<file path="src/rtl/debounce_pkg.sv">
// Shared constants and counter sizing for the push-button/switch debouncer.
package debounce_pkg;

    localparam int DEBOUNCE_10MS_100MHZ = 1_000_000;
    localparam int HOLD_1S_100MHZ       = 100_000_000;

    // Bits needed to hold 0..max_count without wrapping; never less than 1.
    function automatic int cnt_width(input int max_count);
        return (max_count < 1) ? 1 : $clog2(max_count + 1);
    endfunction

endpackage

</file>
<file path="src/rtl/debounce_channel.sv">
// One debounced input: synchroniser, stability counter, level/strobe registers
// and an optional one-shot long-press detector.
module debounce_channel
    import debounce_pkg::*;
#(
    parameter int DEBOUNCE_CYCLES = DEBOUNCE_10MS_100MHZ,
    parameter int HOLD_CYCLES     = HOLD_1S_100MHZ,
    parameter bit ACTIVE_LOW      = 1'b0
) (
    input  logic clk,
    input  logic rst_n,
    input  logic btn_raw,
    output logic btn_level,
    output logic btn_press,
    output logic btn_release,
    output logic btn_hold
);

    localparam int            DW        = cnt_width(DEBOUNCE_CYCLES);
    localparam logic [DW-1:0] DCNT_LAST = DW'(DEBOUNCE_CYCLES - 1);

    logic          s1;
    logic          s2;
    logic [DW-1:0] dcnt;
    logic          accept;

    assign accept = (s2 != btn_level) && (dcnt == DCNT_LAST);

    always_ff @(posedge clk) begin
        if (!rst_n) begin
            s1          <= 1'b0;
            s2          <= 1'b0;
            dcnt        <= '0;
            btn_level   <= 1'b0;
            btn_press   <= 1'b0;
            btn_release <= 1'b0;
        end else begin
            s1          <= btn_raw ^ ACTIVE_LOW;
            s2          <= s1;
            btn_press   <= accept && s2;
            btn_release <= accept && !s2;
            if ((s2 == btn_level) || accept)
                dcnt <= '0;
            else
                dcnt <= dcnt + 1'b1;
            if (accept)
                btn_level <= s2;
        end
    end

    generate
        if (HOLD_CYCLES == 0) begin : g_no_hold
            assign btn_hold = 1'b0;
        end else begin : g_hold
            localparam int            HW        = cnt_width(HOLD_CYCLES);
            localparam logic [HW-1:0] HCNT_LAST = HW'(HOLD_CYCLES - 1);

            logic [HW-1:0] hcnt;
            logic          hold_done;
            logic          falling;

            // A release accepted on this edge beats a hold that would fire on it.
            assign falling = accept && !s2;

            always_ff @(posedge clk) begin
                if (!rst_n) begin
                    hcnt      <= '0;
                    hold_done <= 1'b0;
                    btn_hold  <= 1'b0;
                end else begin
                    btn_hold <= 1'b0;
                    if (!btn_level) begin
                        hcnt      <= '0;
                        hold_done <= 1'b0;
                    end else if (!hold_done && !falling) begin
                        if (hcnt == HCNT_LAST) begin
                            btn_hold  <= 1'b1;
                            hold_done <= 1'b1;
                        end else begin
                            hcnt <= hcnt + 1'b1;
                        end
                    end
                end
            end
        end
    endgenerate

endmodule

</file>
<file path="src/rtl/debounce_bank.sv">
// Bank of independent debounced inputs sitting directly behind the pad inputs.
module debounce_bank
    import debounce_pkg::*;
#(
    parameter int CHANNELS        = 5,
    parameter int DEBOUNCE_CYCLES = DEBOUNCE_10MS_100MHZ,
    parameter int HOLD_CYCLES     = HOLD_1S_100MHZ,
    parameter bit ACTIVE_LOW      = 1'b0
) (
    input  logic                clk,
    input  logic                rst_n,
    input  logic [CHANNELS-1:0] btn_raw,
    output logic [CHANNELS-1:0] btn_level,
    output logic [CHANNELS-1:0] btn_press,
    output logic [CHANNELS-1:0] btn_release,
    output logic [CHANNELS-1:0] btn_hold
);

    for (genvar i = 0; i < CHANNELS; i++) begin : g_ch
        debounce_channel #(
            .DEBOUNCE_CYCLES(DEBOUNCE_CYCLES),
            .HOLD_CYCLES    (HOLD_CYCLES),
            .ACTIVE_LOW     (ACTIVE_LOW)
        ) u_ch (
            .clk        (clk),
            .rst_n      (rst_n),
            .btn_raw    (btn_raw[i]),
            .btn_level  (btn_level[i]),
            .btn_press  (btn_press[i]),
            .btn_release(btn_release[i]),
            .btn_hold   (btn_hold[i])
        );
    end

endmodule

</file>
<file path="config.mk">
export PLATFORM = sky130hd
export DESIGN_NAME = debounce_bank
export DESIGN_NICKNAME = d
export VERILOG_FILES = /design/src/rtl/debounce_pkg.sv /design/src/rtl/debounce_channel.sv /design/src/rtl/debounce_bank.sv
export SDC_FILE = /design/constraint.sdc
export NUM_CORES = 1
export LEC_CHECK = 0
export ABC_CLOCK_PERIOD_IN_PS = 2200
export BUFFER_PORTS_ARGS = -buffer_cell sky130_fd_sc_hd__buf_2
export CORE_ASPECT_RATIO = 1.1
export CORE_MARGIN = 2
export CORE_UTILIZATION = 50
export CTS_CLUSTER_SIZE = 24
export DETAILED_ROUTE_END_ITERATION = 7
export GPL_ROUTABILITY_DRIVEN = 1
export HOLD_SLACK_MARGIN = 0.15
export PLACE_DENSITY_LB_ADDON = 0.1
export SLEW_MARGIN = 20
export SYNTH_ARGS = -nofsm -noshare
export SYNTH_HDL_FRONTEND = slang
export SYNTH_SLANG_ARGS = --single-unit
</file>
<file path="constraint.sdc">
create_clock -name clk -period 2.2 [get_ports clk]
set_input_delay 0 -clock clk [delete_from_list [all_inputs] [get_ports clk]]
set_output_delay 0 -clock clk [all_outputs]
set_load 0.01 [all_outputs]
</file>
# [After elaboration in Yosys (flattened, before gate mapping)]
# Cells that the tools add are included.
[totals] wordCells=151 regBits=270 in_bits=7
[classes] n_bitwise=6 n_reduce_logical=65 addsub=10 mux=5 n_eq_ne=20
[ops] cell="$add 27x1->27 const B" n=5
[ops] cell="$eq 27x27->1 const B" n=5
[ops] cell="$add 20x1->20 const B" n=5
[ops] cell="$eq 20x20->1 const B" n=5
[ops] cell="$reduce_and 2->1" n=15
[ops] cell="$logic_and 1x1->1" n=20
[ops] cell="$logic_not 1->1" n=15
[ops] cell="$reduce_and 3->1" n=5
[ops] cell="$reduce_or 2->1" n=5
[ops] cell="$not 1->1" n=6
[ops] cell="$eq 1x1->1" n=5
[ops] cell="$logic_or 1x1->1" n=5
[ops] cell="$mux 1" n=5
[ops] cell="$ne 1x1->1" n=5

# [Logic depth before layout (Yosys ltp)]
[depth] depth_word=6 mapped_depth=9 depth_no_buf=6

# [Modules after synthesis]
# From an unflattened synthesis, not the netlist that was laid out.
[hier_totals] hier_cells=1478 hier_area_um2=12977.4
[modules_own_cells] module="debounce_channel at g_ch[0].u_ch ..." cells_per_inst=294 n_inst=4 area_per_inst_um2=2603.7
[modules_own_cells] module="debounce_channel at g_ch[4].u_ch" cells_per_inst=302 n_inst=1 area_per_inst_um2=2562.5

# [Worst setup path before layout]
# OpenSTA, ideal clock, no wires.
[synth_timing] path_type="reg-to-reg" from="reg g_ch[1].u_ch.dcnt[0]" to="reg g_ch[1].u_ch.dcnt[12]" slack_ns=0.189 setup_ns=0.117 stages_incl_launch_ff=8 arrival_ns=1.894 period_less_slack_ns=2.011 path_cell_list="dfxtp_1 -> ha_1 -> nand3_1 -> or4_4 -> or2_1 -> nand3_1 -> buf_2 -> nor2_1"
[synth_via] elab_chain_len=4 elab_cells_between_ends=5 cone_classes="add/sub (1); eq/ne (1); reduce/logical (3)"
[synth_lines] element="start: declaration" line="debounce_channel.sv:24" text="logic [DW-1:0] dcnt;"
[synth_lines] element="start signal: assignment" line="debounce_channel.sv:45" text="dcnt <= dcnt + 1'b1;"
[synth_lines] element="parallel branches: the longest is 4 deep, another holds $add 20x1->20"
# Parallel ways; which one is timed is not known.
# A chain may end at the register's enable or synchronous reset.

# [Worst setup path in the final report]
[layout_timing] from="reg g_ch[3].u_ch.g_hold.hcnt[0]" to="reg g_ch[3].u_ch.g_hold.hcnt[5]"
[layout_via] elab_chain_len=3 elab_cells_between_ends=4 cone_classes="add/sub (1); eq/ne (1); bitwise (1); reduce/logical (1)"
[layout_lines] element="start: declaration" line="debounce_channel.sv:58" text="logic [HW-1:0] hcnt;"
[layout_lines] element="start signal: assignment" line="debounce_channel.sv:80" text="hcnt <= hcnt + 1'b1;"
[layout_lines] element="parallel branches: the longest is 3 deep, another holds $add 27x1->27"
# Parallel ways; which one is timed is not known.

==> results.md <==
* Largest fanout on the critical path at 7
* Synth Cell Area at around 13000 um2
* Fin Hold WS at between 0.4 and 0.5 ns
* Post-DP Area at 13500 um2
* Post-DP HPWL at between 15 and 20 mm
* Grt total ovfl at 0
* Worst path slowest cell: or4_1
* Initial DRC Count at roughly 370
* Crit path arrival time at ~2.5 ns
* Root buf cell: clkbuf_16
* Peak supply drop at around 0.57 mV
* Antenna Cells at 0
* Final net count at ~1600
* Slew margin rel. at between 50% and 60%
* Post-route minimum period at between 2 and 2.5 ns
* Pre-antenna DRT Iters at 4
* Power Dens Cells at slightly above 700 nW/um2
* Async SR Flop Fraction at 0%
* Crit-path leading delay family: simple AND/OR/NAND/NOR gates
* First-pass GRT wire length at ~46 mm
* WP buf/inv at 1
* Setup TNS at 0 ns
* H-tree depth at 1
* Placed cells at approximately 1900
* Clk_lat worst skew at approximately 0.55 ns
* R2r endpoint: g_ch[3].u_ch.g_hold.hcnt[5]
* Largest net degree at the start of global routing at 51
* Max Clk Rate at slightly below 500 MHz
* Via count normalized by instance count at 5.61
* Routed WL at 26.2 mm
* Share of cells above drive strength 1 at between 10% and 20%
* Sequential fraction of the synthesis area at between 40% and 50%
* Data required, critical path at around 2.6 ns
* Flop2flop setup slack at 0.12 ns
* Slew @ Worst Pin at 0.597 ns
* Bufs on Longest Clock Path at 3
* Critical Path End Type: register
* Crit-path max cell delay at 0.54 ns
* Status: finished, final reports clean
* IO buf count at 26
* Final Hold Fails at 0
* Die height at about 170 um
* Gpl congestion at 0.812
* Crit Path Class: register to register
* Area added between synthesis and finish at 13.5%
* Post-Layout Cell Count at 1920
* GRT Util Overall at between 10% and 20%
* Initial Utilization at between 50% and 60%
* Initial antenna violation count at 0
* Clock Skew at roughly 0.015 ns
* Grt peak-use layer: met2
* DRC at 0
* Post-CTS Setup Bufs at 0
* Hold Crit Class: input pin to register
* Final setup vio count at 0
* Final worst path period share at between 90% and 100%
* Remaining antenna violation count at 0
* Yosys warning total at 0
* Die area at around 27000 um2
* Static Leak at approximately 4.7 nW
* Die W at between 150 and 200 um
* HP Start: rst_n
* CP cell instances: ha_1 -> nand3_1 -> or4_1 -> nor2_1 -> buf_4 -> nor4_1 -> o21a_1
* Post-Syn Instances at between 1500 and 2000
* # clock sinks at 270
* Met3 usage at about 2.8%
* Yosys cell types at between 70 and 80
* Clock-pin slew on the worst setup and hold paths at 0.06 ns
* Num ports at 27
* Max-Cap Viols at 0
* WHS Endpoint: g_ch[2].u_ch.btn_press
* Startpoint types: register
* Vias in the first global route at between 9000 and 10000
* Global Route met2 Usage at 31.9%
* Syn avg cell area at approximately 8.6 um2
* Post-route cell area at about 15000 um2
* Met1 usage at 27.4%
* Reg2reg path depth at 7
* TritonCTS buffer count at 29
* Number of synthesized flops with an enable pin at 0
* Via Count at 10771
* Syn nets at approximately 1500
* Register bit total from synthesis at between 200 and 300
* Top FF cell, synth: dfxtp_1
* Worst reg2reg path startpoint: g_ch[3].u_ch.g_hold.hcnt[0]
* Total core area at approximately 25000 um2
* Power, Total at ~10 mW
* Max-slew violations at 0
* Drt wl/cell at ~14 um
* Std-Cell Rows at between 60 and 70
* Layout filler cell count at 2337
* CTS tree: done
* Min-Delay Path Depth at 4
-- report_power, final --
part	total (mW)	internal, mW	switching [mW]
Clock	5.39	3.37	2.02
Combinational	0.0617	0.0291	0.0325
Sequential	4.91	4.90	0.00779
Total	10.4	8.30	2.06
-- metal layers --
| layer | vias up | share of wire, % |
|---|---|---|
| met3 | 37 | 2.8 |
| met2 | 96 | 46 |
| met5 | - | 0 |
| met4 | 0 | 1.6 |
| li1 | 5550 | - |
| met1 | 5088 | 49 |
-- tightest hold or removal path, delay by kind of cell --
| family | cells | cell delay [ns] |
|---|---|---|
| buffers and inverters | 2 | 0.76 |
| AND/OR/NAND/NOR | 2 | 0.16 |
-- final cells by class --
cell class | instances | area, um2 | share of cell area (%)
Multi-Input combinational cell | 1120 | 6970 | 47.4
Sequential cell | 270 | 5410 | 36.7
Clock buffer | 34 | 785 | 5.33
Timing Repair Buffer | 97 | 707 | 4.80
Tap cell | 346 | 433 | 2.94
Clock inverter | 19 | 288 | 1.96
Inverter | 34 | 128 | 0.867
-- timing repair --
action	in CTS	in global routing
hold buffers	11	0
setup endpoints to repair	0	46
resized for setup	0	5
endpoints found under the hold margin	43	0
-- sequential cells by signal, summed over array words and instances (netlist names) --
register                    cells
g_ch.u_ch.btn_press             5
g_ch.u_ch.g_hold.hold_done      5
g_ch.u_ch.btn_hold              5
g_ch.u_ch.g_hold.hcnt         135
g_ch.u_ch.btn_level             5
g_ch.u_ch.s1                    5
g_ch.u_ch.s2                    5
g_ch.u_ch.dcnt                100
g_ch.u_ch.btn_release           5
-- per-stage QoR --
stage / utilization (%) / worst slack [ns]
after CTS: 57.8 / 0.0904
after global routing: 57.9 / -0.0220
final: 57.9 / 0.118
after floorplan: - / 0.189
after global placement: 53.2 / 0.146
after detailed placement: 53.2 / 0.0986
-- synthesized netlist by cell type, types with 4 or more instances --
library cell	count	area [um2]
clkbuf_1	29	109
a21oi_1	78	390
nor4b_1	8	70.1
a21oi_2	5	43.8
a41o_1	7	70.1
nor4bb_1	5	50.1
and4_1	16	140
or4_1	56	420
a2111oi_0	5	43.8
and2_1	22	138
nand2_1	131	492
or3_1	34	213
ha_1	10	125
nand3_1	91	455
or2_2	7	43.8
nor3_1	32	160
and3_1	29	181
xnor2_1	56	490
o31ai_1	38	285
nand2b_1	22	138
xor2_1	56	490
o21a_1	5	37.5
o211ai_1	10	75.1
buf_2	8	40.0
nor2_1	171	642
o311ai_0	4	35.0
buf_6	8	90.1
inv_1	34	128
nor3b_1	4	30.0
dfxtp_1	270	5410
o21ai_1	16	80.1
nand4_1	47	294
nor4_1	28	175
buf_4	28	210
a211oi_1	8	60.1
nand4b_1	7	61.3
mux2i_1	14	140
a31oi_1	7	43.8
o21ai_0	32	160
-- how the worst max path moves through the flow --
stage                                start                      endpoint  slack [ns]  cells past startpoint
4_1_cts               g_ch[1].u_ch.dcnt[0]          g_ch[1].u_ch.dcnt[4]        0.09                      7
2_1_floorplan         g_ch[1].u_ch.dcnt[0]         g_ch[1].u_ch.dcnt[12]        0.19                      7
5_1_grt        g_ch[1].u_ch.g_hold.hcnt[3]  g_ch[1].u_ch.g_hold.hcnt[23]       -0.02                      5
6_report       g_ch[3].u_ch.g_hold.hcnt[0]   g_ch[3].u_ch.g_hold.hcnt[5]        0.12                      7
3_5_place_dp          g_ch[1].u_ch.dcnt[0]          g_ch[1].u_ch.dcnt[3]         0.1                      7
3_3_place_gp          g_ch[1].u_ch.dcnt[0]         g_ch[1].u_ch.dcnt[18]        0.15                      7
-- logic make-up after synthesis --
logic type	share of synthesized area, %
compound gates	12.8
xor+xnor	7.57
fa+ha+maj	0.965
buf+inv	4.65
flops	41.7
mux	1.08
simple gates	31.3
-- cells in the final DEF (no fill, tap or decap), types with 9 or more instances in the layout --
master	count
a21oi_1	78
and2_1	22
and3_1	29
and4_1	16
buf_2	26
buf_4	58
clkbuf_16	29
dfxtp_1	270
dlygate4sd3_1	11
ha_1	9
inv_1	34
mux2i_1	14
nand2_1	131
nand2b_1	22
nand3_1	91
nand4_1	47
nor2_1	171
nor3_1	32
nor4_1	28
o211ai_1	10
o21ai_0	31
o21ai_1	17
o31ai_1	38
or3_1	34
or4_1	56
xnor2_1	56
xor2_1	56
No activity file was read; power rests on OpenSTA's default activity.
